**config.mk**
```make
export PLATFORM = sky130hd
export DESIGN_NAME = data_mem_arbiter
export DESIGN_NICKNAME = d
export VERILOG_FILES = /design/src/rtl/data_mem_arbiter.sv
export SDC_FILE = /design/constraint.sdc
export NUM_CORES = 1
export LEC_CHECK = 0
export CAP_MARGIN = 20
export CORE_AREA = 2 2 104 106
export DETAILED_ROUTE_END_ITERATION = 10
export DIE_AREA = 0 0 106 108
export GPL_ROUTABILITY_DRIVEN = 0
export MAX_ROUTING_LAYER = met4
export PLACE_DENSITY_LB_ADDON = 0.25
export SLEW_MARGIN = 25
export SYNTH_ARGS = -nofsm -noshare
export SYNTH_HDL_FRONTEND = slang
export SYNTH_SLANG_ARGS = --single-unit
```
**constraint.sdc**
```tcl
create_clock -name clock -period 2.65 [get_ports clock]
set_clock_uncertainty 0.1 [all_clocks]
set_input_delay 0.265 -clock clock [delete_from_list [all_inputs] [get_ports clock]]
set_output_delay 0.265 -clock clock [all_outputs]
set_load 0.05 [all_outputs]
```
**src/rtl/data_mem_arbiter.sv**
```systemverilog
// data_mem_arbiter
//
// Shares a single-ported data memory between two requesters: a CPU
// load/store port (requester 0) and a secondary master such as a DMA or
// debug port (requester 1). Requests are sampled only in IDLE. When both
// requesters ask at once, round-robin priority picks the winner. The
// arbiter then issues one registered command cycle (CMD). A read adds a
// response cycle (RESP) in which the memory's registered read data is
// valid. Out-of-range addresses are acknowledged with an error pulse, and
// the memory is never touched for them.
//
// Ports
//   clock              rising-edge clock
//   reset              synchronous, active-low
//   req0/req1          request, held with we/addr/wdata stable until gnt
//   we0/we1            1 = write, 0 = read
//   addr0/addr1        32-bit word address
//   wdata0/wdata1      write data
//   gnt0/gnt1          one-cycle pulse: request accepted
//   err0/err1          one-cycle pulse with gnt: address out of range
//   rvalid0/rvalid1    one-cycle pulse: rdata valid for this requester
//   rdata              pass-through of mem_rdata
//   mem_write/mem_read memory command strobes
//   mem_addr           memory word address (upper bits always zero)
//   mem_wdata          memory write data
//   mem_rdata          memory read data (registered inside the memory)

module data_mem_arbiter #(
    parameter int DATA_W     = 32,
    parameter int DEPTH_LOG2 = 5
) (
    input  logic              clock,
    input  logic              reset,
    input  logic              req0,
    input  logic              req1,
    input  logic              we0,
    input  logic              we1,
    input  logic [31:0]       addr0,
    input  logic [31:0]       addr1,
    input  logic [DATA_W-1:0] wdata0,
    input  logic [DATA_W-1:0] wdata1,
    output logic              gnt0,
    output logic              gnt1,
    output logic              err0,
    output logic              err1,
    output logic              rvalid0,
    output logic              rvalid1,
    output logic [DATA_W-1:0] rdata,
    output logic              mem_write,
    output logic              mem_read,
    output logic [31:0]       mem_addr,
    output logic [DATA_W-1:0] mem_wdata,
    input  logic [DATA_W-1:0] mem_rdata
);

    typedef enum logic [1:0] {
        IDLE,
        CMD,
        RESP
    } state_t;

    localparam logic [31:0] INDEX_MASK = (32'd1 << DEPTH_LOG2) - 32'd1;

    state_t            state;
    logic              last_gnt;
    logic              winner;
    logic              cmd_read;

    logic              pick;
    logic [31:0]       sel_addr;
    logic [DATA_W-1:0] sel_wdata;
    logic              sel_we;
    logic              sel_in_range;

    // Winner selection for the IDLE sample. last_gnt resets to 1, so
    // requester 0 wins the first tie after reset.
    always_comb begin
        pick = 1'b0;
        if (req0 && req1) begin
            pick = ~last_gnt;
        end else if (req1) begin
            pick = 1'b1;
        end
        sel_addr     = pick ? addr1  : addr0;
        sel_wdata    = pick ? wdata1 : wdata0;
        sel_we       = pick ? we1    : we0;
        sel_in_range = (sel_addr >> DEPTH_LOG2) == 32'd0;
    end

    assign rdata = mem_rdata;

    // Single FSM with registered outputs. The command strobes and the
    // gnt/err pulses are set on the edge that leaves IDLE, so they appear
    // during CMD. rvalid is set on the edge that leaves CMD, so it lines
    // up with the memory's registered read data in RESP.
    always_ff @(posedge clock) begin
        if (!reset) begin
            state     <= IDLE;
            last_gnt  <= 1'b1;
            winner    <= 1'b0;
            cmd_read  <= 1'b0;
            gnt0      <= 1'b0;
            gnt1      <= 1'b0;
            err0      <= 1'b0;
            err1      <= 1'b0;
            rvalid0   <= 1'b0;
            rvalid1   <= 1'b0;
            mem_write <= 1'b0;
            mem_read  <= 1'b0;
            mem_addr  <= 32'd0;
            mem_wdata <= '0;
        end else begin
            gnt0      <= 1'b0;
            gnt1      <= 1'b0;
            err0      <= 1'b0;
            err1      <= 1'b0;
            rvalid0   <= 1'b0;
            rvalid1   <= 1'b0;
            mem_write <= 1'b0;
            mem_read  <= 1'b0;
            case (state)
                IDLE: begin
                    if (req0 || req1) begin
                        winner   <= pick;
                        last_gnt <= pick;
                        gnt0     <= ~pick;
                        gnt1     <= pick;
                        err0     <= ~pick & ~sel_in_range;
                        err1     <= pick & ~sel_in_range;
                        cmd_read <= sel_in_range & ~sel_we;
                        // Out-of-range requests leave the memory bus untouched.
                        if (sel_in_range) begin
                            mem_addr  <= sel_addr & INDEX_MASK;
                            mem_wdata <= sel_wdata;
                            mem_write <= sel_we;
                            mem_read  <= ~sel_we;
                        end
                        state <= CMD;
                    end
                end
                CMD: begin
                    if (cmd_read) begin
                        rvalid0 <= ~winner;
                        rvalid1 <= winner;
                        state   <= RESP;
                    end else begin
                        state <= IDLE;
                    end
                end
                RESP: begin
                    state <= IDLE;
                end
                default: begin
                    state <= IDLE;
                end
            endcase
        end
    end

endmodule
```
==> run_results.csv, run 1 <==
group,metric,value,unit
status,status,"finished, final reports clean",
clock_tree,clkLatencyLatePin,0.30,ns
route,vias,2825,
logic_synthesis,synthArstFlopShare,0,
global_route,grt_pass1_vias,2714,
setup_path,r2r_start,"last_gnt$_SDFFE_PN1P_",
logic_synthesis,synth_xor_area_frac,0,
setup_path,worstSetupStartpointType,"input pin",
logic_synthesis,synthDistinctLibCells,25,
pwr,ir_drop,0.000185,V
setup_path,cp.required,2.79,ns
die,rows,37,
global_route,antenna_found_initial,0,
placed_design,pre_cts_ws,0.365,ns
logic_synthesis,synthesis.area,2720,um^2
clock_tree,numCtsBuffers,5,
timing,relSlewSlack,0.576,
global_route,grt_use_total,0.146,
setup_path,crit_type,"input pin to flip-flop",
timing,period_needed,1.93,ns
cells_and_area,syn_to_final_growth,62.1,%
clock_tree,tritoncts,"done",
timing,fmax,518,MHz
setup_path,cp-startpoint,"addr0[7]",
clock_tree,cts_root_buf,"clkbuf_8",
die,die_h,108,um
logic_synthesis,synth.top_cell.area_share,0.367,
setup_path,r2r-end,"cmd_read$_SDFFE_PN0P_",
die,chipWidth,106,um
timing,worst_pin_slew,0.634,ns
die,initial_core_util,0.266,
route,drcViolationCount,0,
setup_path,cpMaxStageDelayCell,"clkdlybuf4s50_1",
clock_tree,cts_buffer_depth,2,
placed_design,postPlaceCellArea,4320,um^2
logic_synthesis,seq_area_frac_synth,0.367,
logic_synthesis,synth-simple-area-share,0.262,
die,floorplan.die_area,11400,um^2
timing,finalSetupViolCount,0,
setup_path,cp_data_arrival_time,2.07,ns
timing,worst_slack,0.721,ns
setup_path,cp_max_fo,38,
setup_path,crit_path_max_incr_delay,0.40,ns
clock_tree,cts_resized,0,
clock_tree,clk_pin_slew,0.09,ns
logic_synthesis,yosysWarnings,0,
timing,timing.final.crit_share,0.728,
cells_and_area,drive_above_1_share,0.0429,
global_route,overflow,0,
logic_synthesis,synth_most_common_cell,"nand2_1",
route,avgViaCountPerCell,4.69,
die,coreArea,10200,um^2
logic_synthesis,synth_edf_count,0,
timing,maxSlewViolCount,0,
logic_synthesis,yosys_most_used_dff,"dfxtp_1",
clock_tree,post_cts_buffers,0,
timing,grt_setup_unrepaired,"false",
logic_synthesis,synthTopCellsByArea,"dfxtp_1 (37%), buf_4 (17%), o211a_1 (14%)",
pwr,power,1.65,mW
logic_synthesis,synth_top_family_by_area,"simple AND/OR/NAND/NOR gates",
flow_run,maxCapViolCount,0,
cells_and_area,final_cells,602,
cells_and_area,fill_cells,1029,
logic_synthesis,synth_top_area_cell,"dfxtp_1",
cells_and_area,nNetsFinal,631,
logic_synthesis,yosys-top-cells-count,"nand2_1 (79), buf_4 (60), dfxtp_1 (50), nand4_1 (41), o211a_1 (37)",
timing,finalHoldViolCount,0,
setup_path,crit_end,"mem_wdata[1]$_SDFFE_PN0P_",
route,drtAntennaViolNets,0,
setup_path,path_depth,7,
setup_path,crit_chain,"clkdlybuf4s50_1 > nor4_1 > nand4_1 > o22ai_4 > and2_1 > buf_12 > o211a_1",
timing,setup_tns,0,ns
global_route,grt_first_pass_wirelength,12900,um
logic_synthesis,syn_avg_cell_area,8.28,um^2
setup_path,path_buf_inv,2,
route,drt-initial-drc-count,84,
route,detail_route.wl_per_cell,14.7,um
setup_path,r2r_slack,0.91,ns
route,firstDrtPassIters,4,
clock_tree,clock_sink_count,50,
global_route,grt_max_degree,42,
pwr,power.leakage,2.09,nW
cells_and_area,diodes,0,
pwr,power_density,373,nW/um^2
placed_design,io_buffer_count,178,
setup_path,cpLargestDelayFamily,"simple AND/OR/NAND/NOR gates",
logic_synthesis,synth_fa_ha_area_frac,0,
placed_design,hpwl,6730,um
placed_design,place_inst,594,
logic_synthesis,synthMuxAreaShare,0.00367,
worst_hold_path,hp-class,"flip-flop to flip-flop",
setup_path,endpoint_kind,"flip-flop",
logic_synthesis,ys_ff_latch,50,
route,wl,8850,um
setup_path,r2r_cells,5,
die,io_pins,270,
cells_and_area,finish.instance_area,4420,um^2
clock_tree,h-tree-depth,2,
logic_synthesis,syn_inst,329,
clock_tree,cts_hold_buf,0,
logic_synthesis,synth_compound_area_frac,0.158,
[where the power goes]
| group | internal, mW | switching (mW) |
|---|---|---|
| Combinational | 0.210 | 0.213 |
| Clock | 0.210 | 0.250 |
| Sequential | 0.758 | 0.00423 |
| Total | 1.18 | 0.468 |
[logic make-up after synthesis]
kind of cell | after synthesis
other | 1
buffers and inverters | 85
AOI/OAI and AO/OA | 44
DFF | 50
and+or+nand+nor | 148
muxes | 1
[sequential cells by signal, indices dropped and copies added (netlist names)]
name and flops:
cmd_read 1, err0 1, mem_addr 5, mem_wdata 32, winner 1, gnt0 1, gnt1 1, rvalid1 1
rvalid0 1, state 2, last_gnt 1, mem_read 1, mem_write 1, err1 1
[area by class of cell]
type	instances	area [um^2]	area share
Multi-Input combinational cell	220	1270	0.288
Timing Repair Buffer	187	1870	0.424
Clock inverter	2	12.5	0.00283
Sequential cell	50	1000	0.227
Tap cell	136	170	0.0385
Inverter	1	3.75	0.000850
Clock buffer	6	82.6	0.0187
[cells in the final DEF, fill, tap and decap left out, types with 4 or more instances in the layout]
| master | n |
|---|---|
| clkdlybuf4s50_1 | 178 |
| nand2_1 | 79 |
| dfxtp_1 | 50 |
| nand4_1 | 41 |
| o211a_1 | 37 |
| conb_1 | 27 |
| nor4_1 | 12 |
| buf_4 | 7 |
| clkbuf_8 | 6 |
| nor3_1 | 4 |
| nor2_1 | 4 |
[per-stage QoR]
step                      utilization  hold WS (ns)
final                           0.432         0.363
after global routing            0.432         0.399
after CTS                       0.432         0.377
after floorplan                     -         0.306
after detailed placement        0.422         0.357
after global placement          0.422         0.342
[routing by layer]
metal	wire length [um]	global-route usage	share of wire	up-vias
li1	-	-	-	1346
met1	3250	0.142	0.37	1300
met2	4740	0.281	0.54	170
met3	754	0.0428	0.085	9
met4	112	0.0376	0.013	0
met5	0	-	0	-
[worst min path at each step]
stage | slack (ns) | from | to | cells past startpoint
floorplan | 0.31 | winner$_SDFFE_PN0P_ | rvalid0$_SDFF_PN0_ | 1
global placement | 0.34 | winner$_SDFFE_PN0P_ | rvalid0$_SDFF_PN0_ | 1
detailed placement | 0.36 | winner$_SDFFE_PN0P_ | rvalid0$_SDFF_PN0_ | 1
CTS | 0.38 | winner$_SDFFE_PN0P_ | rvalid0$_SDFF_PN0_ | 1
global route | 0.40 | winner$_SDFFE_PN0P_ | rvalid0$_SDFF_PN0_ | 1
finish | 0.36 | winner$_SDFFE_PN0P_ | rvalid0$_SDFF_PN0_ | 1
(Power assumes the default switching activity.)
==> run 2: changes to the inputs <==
Clock period 2.65 ns to 1.7 ns, I/O delays scaled along.
==> run_results.csv, run 2 (synthesis results as in run 1) <==
group,metric,value,unit
timing,fmax,598,MHz
global_route,grt_first_pass_wirelength,14000,um
route,vias,2864,
timing,grt_setup_unrepaired,"true",
die,floorplan.die_area,11400,um^2
setup_path,worstSetupStartpointType,"flip-flop",
timing,hold_slack,0.240,ns
clock_tree,clock_sink_count,50,
cells_and_area,diodes,0,
pwr,power.leakage,2.33,nW
setup_path,crit_chain,"a21bo_4 > nand4_1 > o22ai_4 > and2_4 > buf_12 > buf_16 > o211a_1",
worst_hold_path,hp-class,"input pin to output pin",
cells_and_area,syn_to_final_growth,66.7,%
setup_path,endpoint_kind,"flip-flop",
clock_tree,cts_buffer_depth,2,
route,wl,9780,um
cells_and_area,fill_cells,1021,
clock_tree,cts_hold_buf,0,
die,coreArea,10200,um^2
route,drcViolationCount,0,
global_route,grt_pass1_vias,2813,
global_route,overflow,0,
status,status,"finished, final reports clean",
flow_run,maxCapViolCount,0,
cells_and_area,top_register,"mem_wdata",
timing,finalHoldViolCount,0,
setup_path,crit_type,"flip-flop to flip-flop",
die,rows,37,
setup_path,cp_max_fo,7,
timing,maxSlewViolCount,0,
global_route,grt_max_degree,41,
clock_tree,tritoncts,"done",
cells_and_area,drive_above_1_share,0.185,
setup_path,crit_path_max_incr_delay,0.37,ns
cells_and_area,layout_common_cells,"clkdlybuf4s50_1 (94), nand2_1 (79), buf_4 (52), dfxtp_1 (49), nand4_1 (41)",
setup_path,cpLargestDelayFamily,"compound AO/OA/AOI/OAI gates",
route,avgViaCountPerCell,4.68,
setup_path,cpMaxStageDelayCell,"dfxtp_4",
timing,setup_tns,0,ns
placed_design,io_buffer_count,178,
setup_path,cp_data_arrival_time,1.77,ns
route,firstDrtPassIters,4,
placed_design,postPlaceCellArea,4230,um^2
cells_and_area,finish.instance_area,4540,um^2
timing,period_needed,1.67,ns
route,drtAntennaViolNets,0,
setup_path,cp.required,1.79,ns
die,die_h,108,um
global_route,antenna_found_initial,0,
cells_and_area,largestRegisters,"mem_wdata (32), mem_addr (5), state (2)",
pwr,power_density,589,nW/um^2
placed_design,hpwl,6800,um
die,initial_core_util,0.266,
clock_tree,cts_root_buf,"clkbuf_8",
cells_and_area,nNetsFinal,641,
route,detail_route.wl_per_cell,16.0,um
clock_tree,h-tree-depth,2,
pwr,ir_drop,0.000441,V
setup_path,path_buf_inv,2,
die,chipWidth,106,um
timing,timing.final.crit_share,0.983,
pwr,power,2.68,mW
die,io_pins,270,
clock_tree,numCtsBuffers,5,
cells_and_area,final_common_cell,"clkdlybuf4s50_1",
timing,finalSetupViolCount,0,
clock_tree,clkLatencyLatePin,0.29,ns
route,drt-initial-drc-count,93,
cells_and_area,largest_reg_flops,32,
global_route,grt_use_total,0.161,
clock_tree,clk_pin_slew,0.09,ns
[run 2: stage by stage]
| stage | utilization | instances | worst slack, ns |
|---|---|---|---|
| 3_3_place_gp | 0.413 | 595 | -0.474 |
| 3_5_place_dp | 0.413 | 595 | -0.501 |
| 2_1_floorplan | - | 355 | 0.142 |
| 6_report | 0.444 | 612 | 0.0284 |
| 5_1_grt | 0.444 | 612 | -0.0435 |
| 4_1_cts | 0.436 | 609 | 0.0125 |
[run 2: path summary, 6_finish.rpt]
path / end / from / cells after the start / slack (ns)
worst min register to register: rvalid0$_SDFF_PN0_ / winner$_SDFFE_PN0P_ / 1 / 0.35
worst min-delay path: rdata[17] / mem_rdata[17] / 0 / 0.24
worst max register to register: mem_wdata[21]$_SDFFE_PN0P_ / last_gnt$_SDFFE_PN1P_ / 7 / 0.03
worst max-delay path: mem_wdata[21]$_SDFFE_PN0P_ / last_gnt$_SDFFE_PN1P_ / 7 / 0.03
[run 2: timing repair]
action | 4_1_cts | 5_1_grt
endpoints found under the setup margin | 40 | 40
cloned | 3 | 2
setup buffers | 3 | 2
gates resized for setup | 53 | 8
pin swaps | 8 | 8
[run 2: area by class of cell]
type	instances	area, um^2	area share
repair buffers	197	1900	0.419
multi-input cells	220	1340	0.296
flip-flops and latches	50	1000	0.221
well taps	136	170	0.0375
clock buffers	5	68.8	0.0152
clock inverters	3	45.0	0.00992
inverters	1	3.75	0.000827
[run 2: per-layer routing]
| layer | vias to the layer above | routed length (um) | global-route usage |
|---|---|---|---|
| met5 | - | 0 | - |
| met4 | 0 | 54 | 0.0320 |
| met3 | 4 | 761 | 0.0476 |
| met2 | 162 | 5320 | 0.315 |
| met1 | 1327 | 3640 | 0.158 |
| li1 | 1371 | - | - |
[run 2: power breakdown]
part / switching (mW) / internal [mW]
clock network: 0.401 / 0.438
logic: 0.344 / 0.304
registers: 0.00666 / 1.18
total: 0.752 / 1.92
==> run 3: changes to the inputs <==
Settings changed: CORE_AREA 2 2 104 106 to 2 2 105 107, DIE_AREA 0 0 106 108 to 0 0 107 109.
Clock period 1.7 ns to 1.6 ns, I/O delays scaled along.
==> run_results.csv, run 3 (synthesis results as in run 1) <==
group,metric,value,unit
pwr,power,2.72,mW
cells_and_area,nNetsFinal,641,
flow_run,maxCapViolCount,0,
clock_tree,h-tree-depth,2,
cells_and_area,final_common_cell,"clkdlybuf4s50_1",
timing,setup_tns,-1.31,ns
route,vias,2862,
setup_path,r2r_slack,-0.03,ns
clock_tree,numCtsBuffers,5,
route,firstDrtPassIters,4,
clock_tree,cts_root_buf,"clkbuf_8",
clock_tree,clkLatencyLatePin,0.29,ns
placed_design,pre_cts_ws,-0.611,ns
pwr,p_int,1.94,mW
global_route,antenna_found_initial,0,
clock_tree,clk_pin_slew,0.09,ns
route,drcViolationCount,0,
pwr,power.share.sequential,0.464,
timing,timing.final.crit_share,1.03,
timing,period_needed,1.65,ns
status,failed_checks,"setup timing",
pwr,power_density,609,nW/um^2
die,io_pins,270,
timing,maxSlewViolCount,0,
die,floorplan.die_area,11700,um^2
setup_path,crit_path_max_incr_delay,0.40,ns
global_route,grt_use_total,0.152,
setup_path,endpoint_kind,"flip-flop",
placed_design,io_buffer_count,178,
timing,finalSetupViolCount,38,
setup_path,cp_max_fo,15,
clock_tree,clock_sink_count,50,
global_route,overflow,0,
route,wl,9310,um
cells_and_area,syn_to_final_growth,64.0,%
setup_path,cp.required,1.74,ns
die,coreArea,10600,um^2
pwr,clockPowerShare,0.276,
cells_and_area,largestRegisters,"mem_wdata (32), mem_addr (5), state (2)",
die,initial_core_util,0.257,
timing,worst_slack,-0.0506,ns
route,drtAntennaViolNets,0,
pwr,switching_share,0.286,
placed_design,place_inst,605,
die,rows,38,
status,status,"finished, violations left",
die,chipWidth,107,um
setup_path,path_buf_inv,2,
global_route,grt_first_pass_wirelength,13500,um
pwr,power.leakage,2.31,nW
global_route,grt_max_degree,41,
cells_and_area,top_register,"mem_wdata",
route,avgViaCountPerCell,4.65,
cells_and_area,layout_common_cells,"clkdlybuf4s50_1 (101), nand2_1 (79), buf_4 (55), dfxtp_1 (49), nand4_1 (41)",
setup_path,crit_chain,"clkdlybuf4s50_1 > nor4_1 > nand4_1 > o22ai_4 > and2_4 > buf_12 > and3_1",
cells_and_area,drive_above_1_share,0.176,
die,die_h,109,um
worst_hold_path,hp-class,"input pin to output pin",
setup_path,crit_type,"input pin to flip-flop",
cells_and_area,largest_reg_flops,32,
clock_tree,cts_buffer_depth,2,
cells_and_area,final_cells,616,
placed_design,hpwl,7150,um
setup_path,worstSetupStartpointType,"input pin",
pwr,ir_drop,0.000333,V
cells_and_area,diodes,0,
setup_path,cpLargestDelayFamily,"simple AND/OR/NAND/NOR gates",
route,detail_route.wl_per_cell,15.1,um
timing,fmax,606,MHz
setup_path,cpMaxStageDelayCell,"clkdlybuf4s50_1",
clock_tree,tritoncts,"done",
pwr,p_switching,0.778,mW
pwr,combPwrFrac,0.260,
route,drt-initial-drc-count,87,
timing,grt_setup_unrepaired,"true",
timing,finalHoldViolCount,0,
setup_path,cp_data_arrival_time,1.79,ns
global_route,grt_pass1_vias,2827,
## run 3: cell count changes in the layout (fill, tap and decap cells not counted), sizes merged
cell / before / now
clkdlybuf4s50: 94 / 101
dlygate4sd2: 39 / 32
buf: 62 / 64
clkinvlp: 2 / 0
bufinv: 1 / 0
clkinv: 0 / 1
## run 3: metrics by stage
step / util / hold slack (ns) / instance area [um^2]
floorplan: - / 0.252 / 2820
global placement: 0.401 / 0.220 / 4250
detailed placement: 0.401 / 0.220 / 4250
CTS: 0.422 / 0.220 / 4480
global route: 0.421 / 0.220 / 4470
finish: 0.421 / 0.220 / 4470
## run 3: power groups by stage
stage	sequential [mW]	clock, mW	combinational, mW
after global placement	1.29	0	0.719
after floorplan	1.31	0	0.556
after CTS	1.26	0.780	0.708
final	1.26	0.750	0.708
after global routing	1.26	0.833	0.755
after detailed placement	1.29	0	0.720
## run 3: cell type report
cell class,count,area [um^2]
clock buffer,7,86.3
clock inverter,1,5.00
fill,1045,6140
inverter,1,3.75
multi-input combinational,220,1340
sequential,50,1000
tap,140,175
timing repair buffer,197,1860
## run 3: worst paths after layout
kind,startpoint,end,depth (start not counted)
worst min register to register,winner$_SDFFE_PN0P_,rvalid0$_SDFF_PN0_,1
worst max-delay path,addr0[25],mem_read$_SDFF_PN0_,7
worst max register to register,last_gnt$_SDFFE_PN1P_,mem_read$_SDFF_PN0_,7
worst min-delay path,mem_rdata[17],rdata[17],0
## run 3: what timing repair did
action / 4_1_cts / 5_1_grt
hold buffers: 0 / 0
gates resized for setup: 55 / 2
pin swaps: 3 / 1
cloned: 2 / 0
endpoints found under the setup margin: 42 / 42
buffers inserted: 2 / 0
## run 3: per-layer routing
metal,track usage,vias up,part of all wire
met3,0.0526,6,0.097
met4,0.0390,0,0.0071
li1,-,1372,-
met1,0.150,1333,0.36
met2,0.287,151,0.53
met5,-,-,0
